$ cat src/rtl/parity_frame_rx_pkg.sv
// Shared definitions for the parity frame receiver: FSM states, frame width,
// line levels and the parity helper.
package parity_frame_rx_pkg;

    // Receiver FSM states.
    typedef enum logic [1:0] {
        ST_IDLE  = 2'd0,
        ST_DATA  = 2'd1,
        ST_STOP  = 2'd2,
        ST_BREAK = 2'd3
    } rx_state_t;

    // Data nibble plus parity bit.
    localparam int FRAME_BITS = 5;

    // Level of an idle line and of a valid stop bit.
    localparam logic LINE_IDLE  = 1'b1;
    localparam logic STOP_LEVEL = 1'b1;

    // Even parity over a full received word: 0 means the word is consistent.
    function automatic logic word_parity(input logic [FRAME_BITS-1:0] word);
        return ^word;
    endfunction

endpackage

$ cat src/rtl/parity_frame_rx_sat_counter.sv
// Parameterised saturating up-counter with synchronous active-high reset.
module sat_counter #(
    parameter int W = 8
) (
    input  logic         clk,
    input  logic         rst,
    input  logic         inc,
    output logic [W-1:0] count
);

    // Count up on inc, holding once every bit is set.
    always_ff @(posedge clk) begin
        // NOTE: registers use non-blocking assignment so every flop samples
        // pre-edge values regardless of block ordering.
        if (rst) begin
            count <= '0;
        end else if (inc && (count != {W{1'b1}})) begin
            count <= count + 1'b1;
        end
    end

endmodule

$ cat src/rtl/parity_frame_rx.sv
// Framed one-wire receiver for 5-bit parity-tagged words. Checks framing and
// parity, holds one word on a valid/ready register, counts parity errors.
module parity_frame_rx
    import parity_frame_rx_pkg::*;
#(
    parameter int ERR_CNT_W = 8
) (
    input  logic                 clk,
    input  logic                 rst,
    input  logic                 sin,
    input  logic                 sin_en,
    output logic [3:0]           out_data,
    output logic                 out_valid,
    input  logic                 out_ready,
    output logic                 par_err,
    output logic [ERR_CNT_W-1:0] err_count,
    output logic                 frame_err,
    output logic                 overrun
);

    rx_state_t             state, state_next;
    logic [2:0]            bit_idx, bit_idx_next;
    logic [FRAME_BITS-1:0] shreg, shreg_next;
    logic                  frame_ok;
    logic                  frame_bad;
    logic                  drain;
    logic                  load;
    logic                  drop;
    logic                  word_bad;

    // FSM state, bit index and shift register; all hold when sin_en is low.
    always_ff @(posedge clk) begin
        if (rst) begin
            state   <= ST_IDLE;
            bit_idx <= '0;
            shreg   <= '0;
        end else begin
            state   <= state_next;
            bit_idx <= bit_idx_next;
            shreg   <= shreg_next;
        end
    end

    // Next-state logic: walk start, five word bits MSB first, then stop.
    always_comb begin
        // NOTE: every output of this block gets a default first, so no path
        // leaves a value unassigned and no latch is inferred.
        state_next   = state;
        bit_idx_next = bit_idx;
        shreg_next   = shreg;
        frame_ok     = 1'b0;
        frame_bad    = 1'b0;
        if (sin_en) begin
            unique case (state)
                ST_IDLE: begin
                    if (sin != LINE_IDLE) begin
                        state_next   = ST_DATA;
                        bit_idx_next = 3'(FRAME_BITS - 1);
                    end
                end
                ST_DATA: begin
                    shreg_next = {shreg[FRAME_BITS-2:0], sin};
                    if (bit_idx == 3'd0) begin
                        state_next = ST_STOP;
                    end else begin
                        bit_idx_next = bit_idx - 3'd1;
                    end
                end
                ST_STOP: begin
                    if (sin == STOP_LEVEL) begin
                        frame_ok   = 1'b1;
                        state_next = ST_IDLE;
                    end else begin
                        // Line stuck low: wait for it to return high before
                        // looking for another start bit.
                        frame_bad  = 1'b1;
                        state_next = ST_BREAK;
                    end
                end
                ST_BREAK: begin
                    if (sin == LINE_IDLE) begin
                        state_next = ST_IDLE;
                    end
                end
                default: state_next = ST_IDLE;
            endcase
        end
    end

    // A completed word loads if the buffer is empty or emptying this cycle.
    assign drain    = out_valid && out_ready;
    assign load     = frame_ok && (!out_valid || drain);
    assign drop     = frame_ok && !load;
    assign word_bad = word_parity(shreg);

    // Single-entry output register plus the registered status pulses.
    always_ff @(posedge clk) begin
        if (rst) begin
            out_data  <= '0;
            out_valid <= 1'b0;
            par_err   <= 1'b0;
            frame_err <= 1'b0;
            overrun   <= 1'b0;
        end else begin
            frame_err <= frame_bad;
            overrun   <= drop;
            if (load) begin
                out_data  <= shreg[FRAME_BITS-1:1];
                par_err   <= word_bad;
                out_valid <= 1'b1;
            end else if (drain) begin
                out_valid <= 1'b0;
            end
        end
    end

    // Only words that actually reach the output register are counted.
    sat_counter #(
        .W(ERR_CNT_W)
    ) u_err_cnt (
        .clk  (clk),
        .rst  (rst),
        .inc  (load && word_bad),
        .count(err_count)
    );

endmodule

$ cat config.mk
export PLATFORM = sky130hd
export DESIGN_NAME = parity_frame_rx
export DESIGN_NICKNAME = d
export VERILOG_FILES = /design/src/rtl/parity_frame_rx_pkg.sv /design/src/rtl/parity_frame_rx_sat_counter.sv /design/src/rtl/parity_frame_rx.sv
export SDC_FILE = /design/constraint.sdc
export NUM_CORES = 1
export LEC_CHECK = 0
export ABC_AREA = 1
export BUFFER_PORTS_ARGS = -buffer_cell sky130_fd_sc_hd__clkbuf_2
export CAP_MARGIN = 0
export CORE_MARGIN = 3
export CORE_UTILIZATION = 50
export DETAILED_ROUTE_END_ITERATION = 8
export GPL_ROUTABILITY_DRIVEN = 0
export PLACE_DENSITY = 0.83
export SYNTH_ARGS = -nofsm -noshare
export SYNTH_HDL_FRONTEND = slang
export SYNTH_HIERARCHICAL = 1
export SYNTH_SLANG_ARGS = --single-unit
$ cat constraint.sdc
create_clock -name clk -period 1.5 [get_ports clk]
set_input_delay 0.075 -clock clk [delete_from_list [all_inputs] [get_ports clk]]
set_output_delay 0.075 -clock clk [all_outputs]
set_load 0.02 [all_outputs]
# After elaboration in Yosys (flattened, before gate mapping)

Cells that the tools add are included.

$add $sub $neg: 2
Equal/unequal tests: 8
Multiplexer cells: 14
Bitwise gates (word level): 2
Reduce and logical (&&, ||, !) cells: 17

Operators with widths:

| operator                                                           | number |
|---|---|
| 8-bit by 1-bit adder with 8-bit output, second input constant      | 1 |
| 2-bit two-way mux                                                  | 4 |
| 2-bit != test, second input constant                               | 4 |
| 8-bit != test, second input constant                               | 1 |
| 2-bit case mux with 4 select lines                                 | 1 |
| 4-bit AND reduction                                                | 2 |
| 1-bit two-way mux                                                  | 6 |
| 3-bit two-way mux                                                  | 2 |
| 3-bit case mux with 2 select lines                                 | 1 |
| 1-bit logical AND                                                  | 5 |
| 5-bit parity                                                       | 1 |
| 2-bit == test, second input constant                               | 2 |
| 2-bit nonzero test                                                 | 2 |
| 3-bit zero test                                                    | 1 |
| 3-bit OR reduction                                                 | 1 |
| 3-bit by 1-bit subtractor with 3-bit output, second input constant | 1 |
| 2-bit by 1-bit == test with 1-bit output, second input constant    | 1 |
| 1-bit zero test                                                    | 2 |
| 2-bit zero test                                                    | 1 |
| 1-bit inverter                                                     | 2 |
| 2-bit AND reduction                                                | 1 |
| 1-bit logical OR                                                   | 1 |

Register bits: 26
Output and inout bits: 16

# Logic depth before layout (Yosys ltp)

Depth after elaboration: 6
Depth in mapped cells: 13
Depth with buffers taken out: 13

# Hierarchy

The synthesis kept the hierarchy.

Modules (own cells, without submodules):

| module          | times used | cells each | area each (um2) | sequential area each (um2) |
|---|---|---|---|---|
| parity_frame_rx | 1          | 111        | 867.1           | 360.3 |
| sat_counter     | 1          | 77         | 484.2           | 160.2 |

# Worst setup path before layout

No wires, ideal clock.

Path type: reg-to-reg
From: register state[1]
To: register u_err_cnt.count[3]
Library setup time: 0.116 ns
Arrival time: 1.442 ns
Data required time: 1.384 ns
Path slack: -0.058 ns
Stages on the path, launching flop included: 11
Path buffers: 1
Clock period less this slack: 1.558 ns
Path through: dfxtp_1 nand4_4 nor2_8 nand3_2 inv_1 buf_4 inv_2 nor2_1 nand3_1 nand2_1 nor2_1

Cells in the longest elaborated chain, start to end: 6

Ends and longest elaborated chain:

| what                   | line                              | text |
|---|---|---|
| start, declared        | parity_frame_rx.sv:21             | `rx_state_t state, state_next;` |
| start signal, assigned | parity_frame_rx.sv:38             | `state <= state_next;` |
| 2-bit == test          | parity_frame_rx.sv:54             | `unique case (state)` |
| 1-bit two-way mux      | parity_frame_rx.sv:54             |  |
| 1-bit two-way mux      | parity_frame_rx.sv:53             | `if (sin_en) begin` |
| 1-bit logical AND      | parity_frame_rx.sv:92             | `assign load = frame_ok && (!out_valid \|\| drain);` |
| 1-bit logical AND      | parity_frame_rx.sv:123            | `.inc (load && word_bad),` |
| 1-bit logical AND      | parity_frame_rx_sat_counter.sv:17 | `end else if (inc && (count != {W{1'b1}})) begin` |
| end signal, assigned   | parity_frame_rx_sat_counter.sv:18 | `count <= count + 1'b1;` |
| end, declared          | parity_frame_rx_sat_counter.sv:8  | `output logic [W-1:0] count` |

Every way passes these cells.
A chain may end at the register's enable or synchronous reset.

# Final worst setup path

From: register shreg[2]
To: register u_err_cnt.count[4]

Cells in the longest elaborated chain, start to end: 3

Ends and longest elaborated chain:

| what                   | line                              | text |
|---|---|---|
| start, declared        | parity_frame_rx.sv:23             | `logic [FRAME_BITS-1:0] shreg, shreg_next;` |
| start signal, assigned | parity_frame_rx.sv:40             | `shreg <= shreg_next;` |
| 5-bit parity           | parity_frame_rx_pkg.sv:22         | `return ^word;` |
| 1-bit logical AND      | parity_frame_rx.sv:123            |  |
| 1-bit logical AND      | parity_frame_rx_sat_counter.sv:17 |  |

Every way passes these cells.

==> results_dict.tcl <==
set metrics [dict create \
    status "complete, no violations" \
    layout.filler_cells 237 \
    slew_headroom_pct 82.5 \
    p_int_mw 0.892 \
    syn_area_mm2 0.00135 \
    grt_use_total_pct 18.3 \
    viasPerCell 5.04 \
    max_stage_delay_ns 0.39 \
    netlist.area_leader.share_pct 38.5 \
    synth-compound-area-share_pct 12.9 \
    initial_core_util_pct 53.6 \
    antenna_found_initial 0 \
    tightest_slew_ns 0.262 \
    ff2ff_path_depth 11 \
    multi_input_area_um2 712 \
    synth_xor_area_share_pct 1.94 \
    p_switching_mw 0.354 \
    htreeDepth 1 \
    die-area_mm2 0.00336 \
    synth_area_leaders "dfxtp_1, nand2_1, a21oi_1" \
    place.detailed.hpwl_um 2080 \
    cap_violations 0 \
    clk_pin_slew_ns 0.14 \
    pwr-share-comb_pct 16.7 \
    final_nets 227 \
    ctsHoldBuffers 0 \
    yosys.area_share.simple_pct 34.4 \
    synthAdderAreaFrac_pct 2.78 \
    die_x_um 58.0 \
    min_period_ns 1.41 \
    ant_nets 0 \
    crit_fanout 7 \
    coreArea_mm2 0.00252 \
    layout_common_cells "nand2_1, nor2_1, clkbuf_2" \
    routed_wl_um 2820 \
    cp-start-kind "register" \
    switching_share_pct 28.4 \
    vias 1244 \
    endpoint_kind "register" \
    mostFrequentLayoutCell "nand2_1" \
    cts_root_buffer "clkbuf_4" \
    grt_overflow_total 0 \
    powerDensity_mw_per_mm2 790 \
    grt_pass1_vias 1160 \
    setup.worst_path.start "shreg[2]" \
    fin_tns_setup_ns 0 \
    area_growth_pct 16.7 \
    port-buffer-count 20 \
    wl_per_cell_um 11.4 \
    crit_path_end "u_err_cnt/count[4]" \
    hold_path.class "input pin to register" \
    syn_area_per_cell_um2 7.19 \
    synth_fp_nets 196 \
    drive_gt1_share_pct 30.0 \
    worstSetupPathType "register to register" \
    synth_top_family_by_area "simple AND/OR/NAND/NOR gates" \
    synth_edf_count 0 \
    design_area_mm2 0.00158 \
    ys_warn_count 6 \
    pwr-share-clk_pct 24.1 \
    synthFlopType "dfxtp_1" \
    cts_max_path_buffers 2 \
    synth_area_leader_cell "dfxtp_1" \
    dr.pass1.iters 4 \
    antennaDiodeCount 0 \
    drt_iter0_drc 54 \
    pwr-share-seq_pct 59.3 \
    p_leak_nw 0.710 \
    muxShareOfSynthArea_pct 0 \
    grt_max_degree 14 \
    tritoncts "yes" \
    r2r_start "shreg[2]" \
    synthArstFlopShare_pct 0 \
    crit_chain "inv_2 > nand2_1 > nand3_1 > nand3_1 > nand3_2 > inv_4 > nand2_1 > nor2_1 > nand3_1 > nand2_1 > nor2_1" \
    skew_ns 0.0104 \
    clock_sinks 26 \
    report.final.slew_viol_count 0 \
    cts_made_buffers 3 \
    irDropWorstVdd_mv 0.520 \
    synth-seq-cells 26 \
    netlist_instances 188 \
    crit_arrival_ns 1.64 \
    setup_violations 0 \
    remaining_drc_errors 0 \
    cp.required_ns 1.73 \
    synth_cell_types 25 \
    rows 18 \
    hold_viol_final 0 \
    slowest_stage "dfxtp_2" \
    r2r_setup_slack_ns 0.09 \
    regArea_um2 529 \
    grt_pass1_wl_um 4780 \
    fmax_mhz 708 \
    die_y_um 58.0 \
    reg2reg_to "u_err_cnt/count[4]" \
    pin_count 21 \
    dpl_cell_area_mm2 0.00151 \
    clk_latency_ns 0.33 \
    post-route-util_pct 62.5 \
    min_period_over_period_pct 94.1 \
    synth_seq_area_share_pct 38.5 \
]
-- routing by layer --
metal	share of wire, %	up-vias	track usage [%]
met4	1.8	0	11.3
met1	46	548	22.9
met5	0	-	0
li1	-	660	-
met3	4.9	5	3.56
met2	47	31	29.0
-- synth_stat cells, types with 2 or more instances --
library cell / instances
xor2_1: 2
nor2_2: 3
nand3_2: 4
nor3_1: 2
a21oi_1: 20
o21ai_0: 9
nor2_1: 22
inv_2: 2
dfxtp_1: 26
nand2_1: 40
nand2_2: 3
buf_4: 2
ha_1: 3
nand3_1: 15
inv_1: 25
-- metrics by stage --
stage,setup slack [ns],std cells,power (mW),hold WS [ns]
detailed placement,-0.0266,241,0.950,0.404
CTS,0.0418,244,1.25,0.0383
finish,0.0886,247,1.25,0.0460
floorplan,-0.0251,188,0.894,0.238
global route,-0.0189,247,1.32,0.0552
global placement,0.00734,241,0.942,0.392
-- registers in the layout, summed over array words and instances, names as in the netlist --
signal / cells
out_data: 4
u_err_cnt/count: 8
shreg: 5
overrun: 1
frame_err: 1
bit_idx: 3
out_valid: 1
state: 2
par_err: 1
-- worst min path at each step --
stage               startpoint  endpoint  cells past startpoint
global placement     out_ready   overrun                      4
finish               out_ready   overrun                      4
detailed placement   out_ready   overrun                      4
floorplan                  sin  shreg[0]                      2
global route         out_ready   overrun                      4
CTS                  out_ready   overrun                      4
-- cell type report --
| class | instances | share of cell area, % |
|---|---|---|
| Sequential cell | 26 | 33.6 |
| Clock buffer | 3 | 1.43 |
| Inverter | 27 | 6.59 |
| Multi-Input combinational cell | 132 | 45.2 |
| Timing Repair Buffer | 29 | 10.9 |
| Tap cell | 30 | 2.38 |
-- logic make-up after synthesis --
kind of cell    count (synthesis)
simple gates                   94
compound gates                 32
fa+ha+maj                       3
buf+inv                        30
xor+xnor                        3
flops                          26
-- power by group through the flow --
stage | sequential (mW) | combinational [mW] | clock [mW]
finish | 0.738 | 0.208 | 0.300
global route | 0.741 | 0.237 | 0.338
CTS | 0.735 | 0.201 | 0.309
detailed placement | 0.750 | 0.200 | 0
global placement | 0.749 | 0.193 | 0
floorplan | 0.752 | 0.142 | 0
-- what timing repair did --
item / in CTS / in global routing
resized for setup: 3 / 13
setup endpoints to repair: 5 / 8
endpoints found under the hold margin: 0 / 0
pin swaps: 0 / 1
setup buffers: 0 / 3
-- worst max-delay path: cells and delay by family (launching register included) --
family        cells  cell delay, ns
buf+inv           2            0.16
simple gates      9            0.76
flops             1            0.39
No activity file was read; power rests on OpenSTA's default activity.
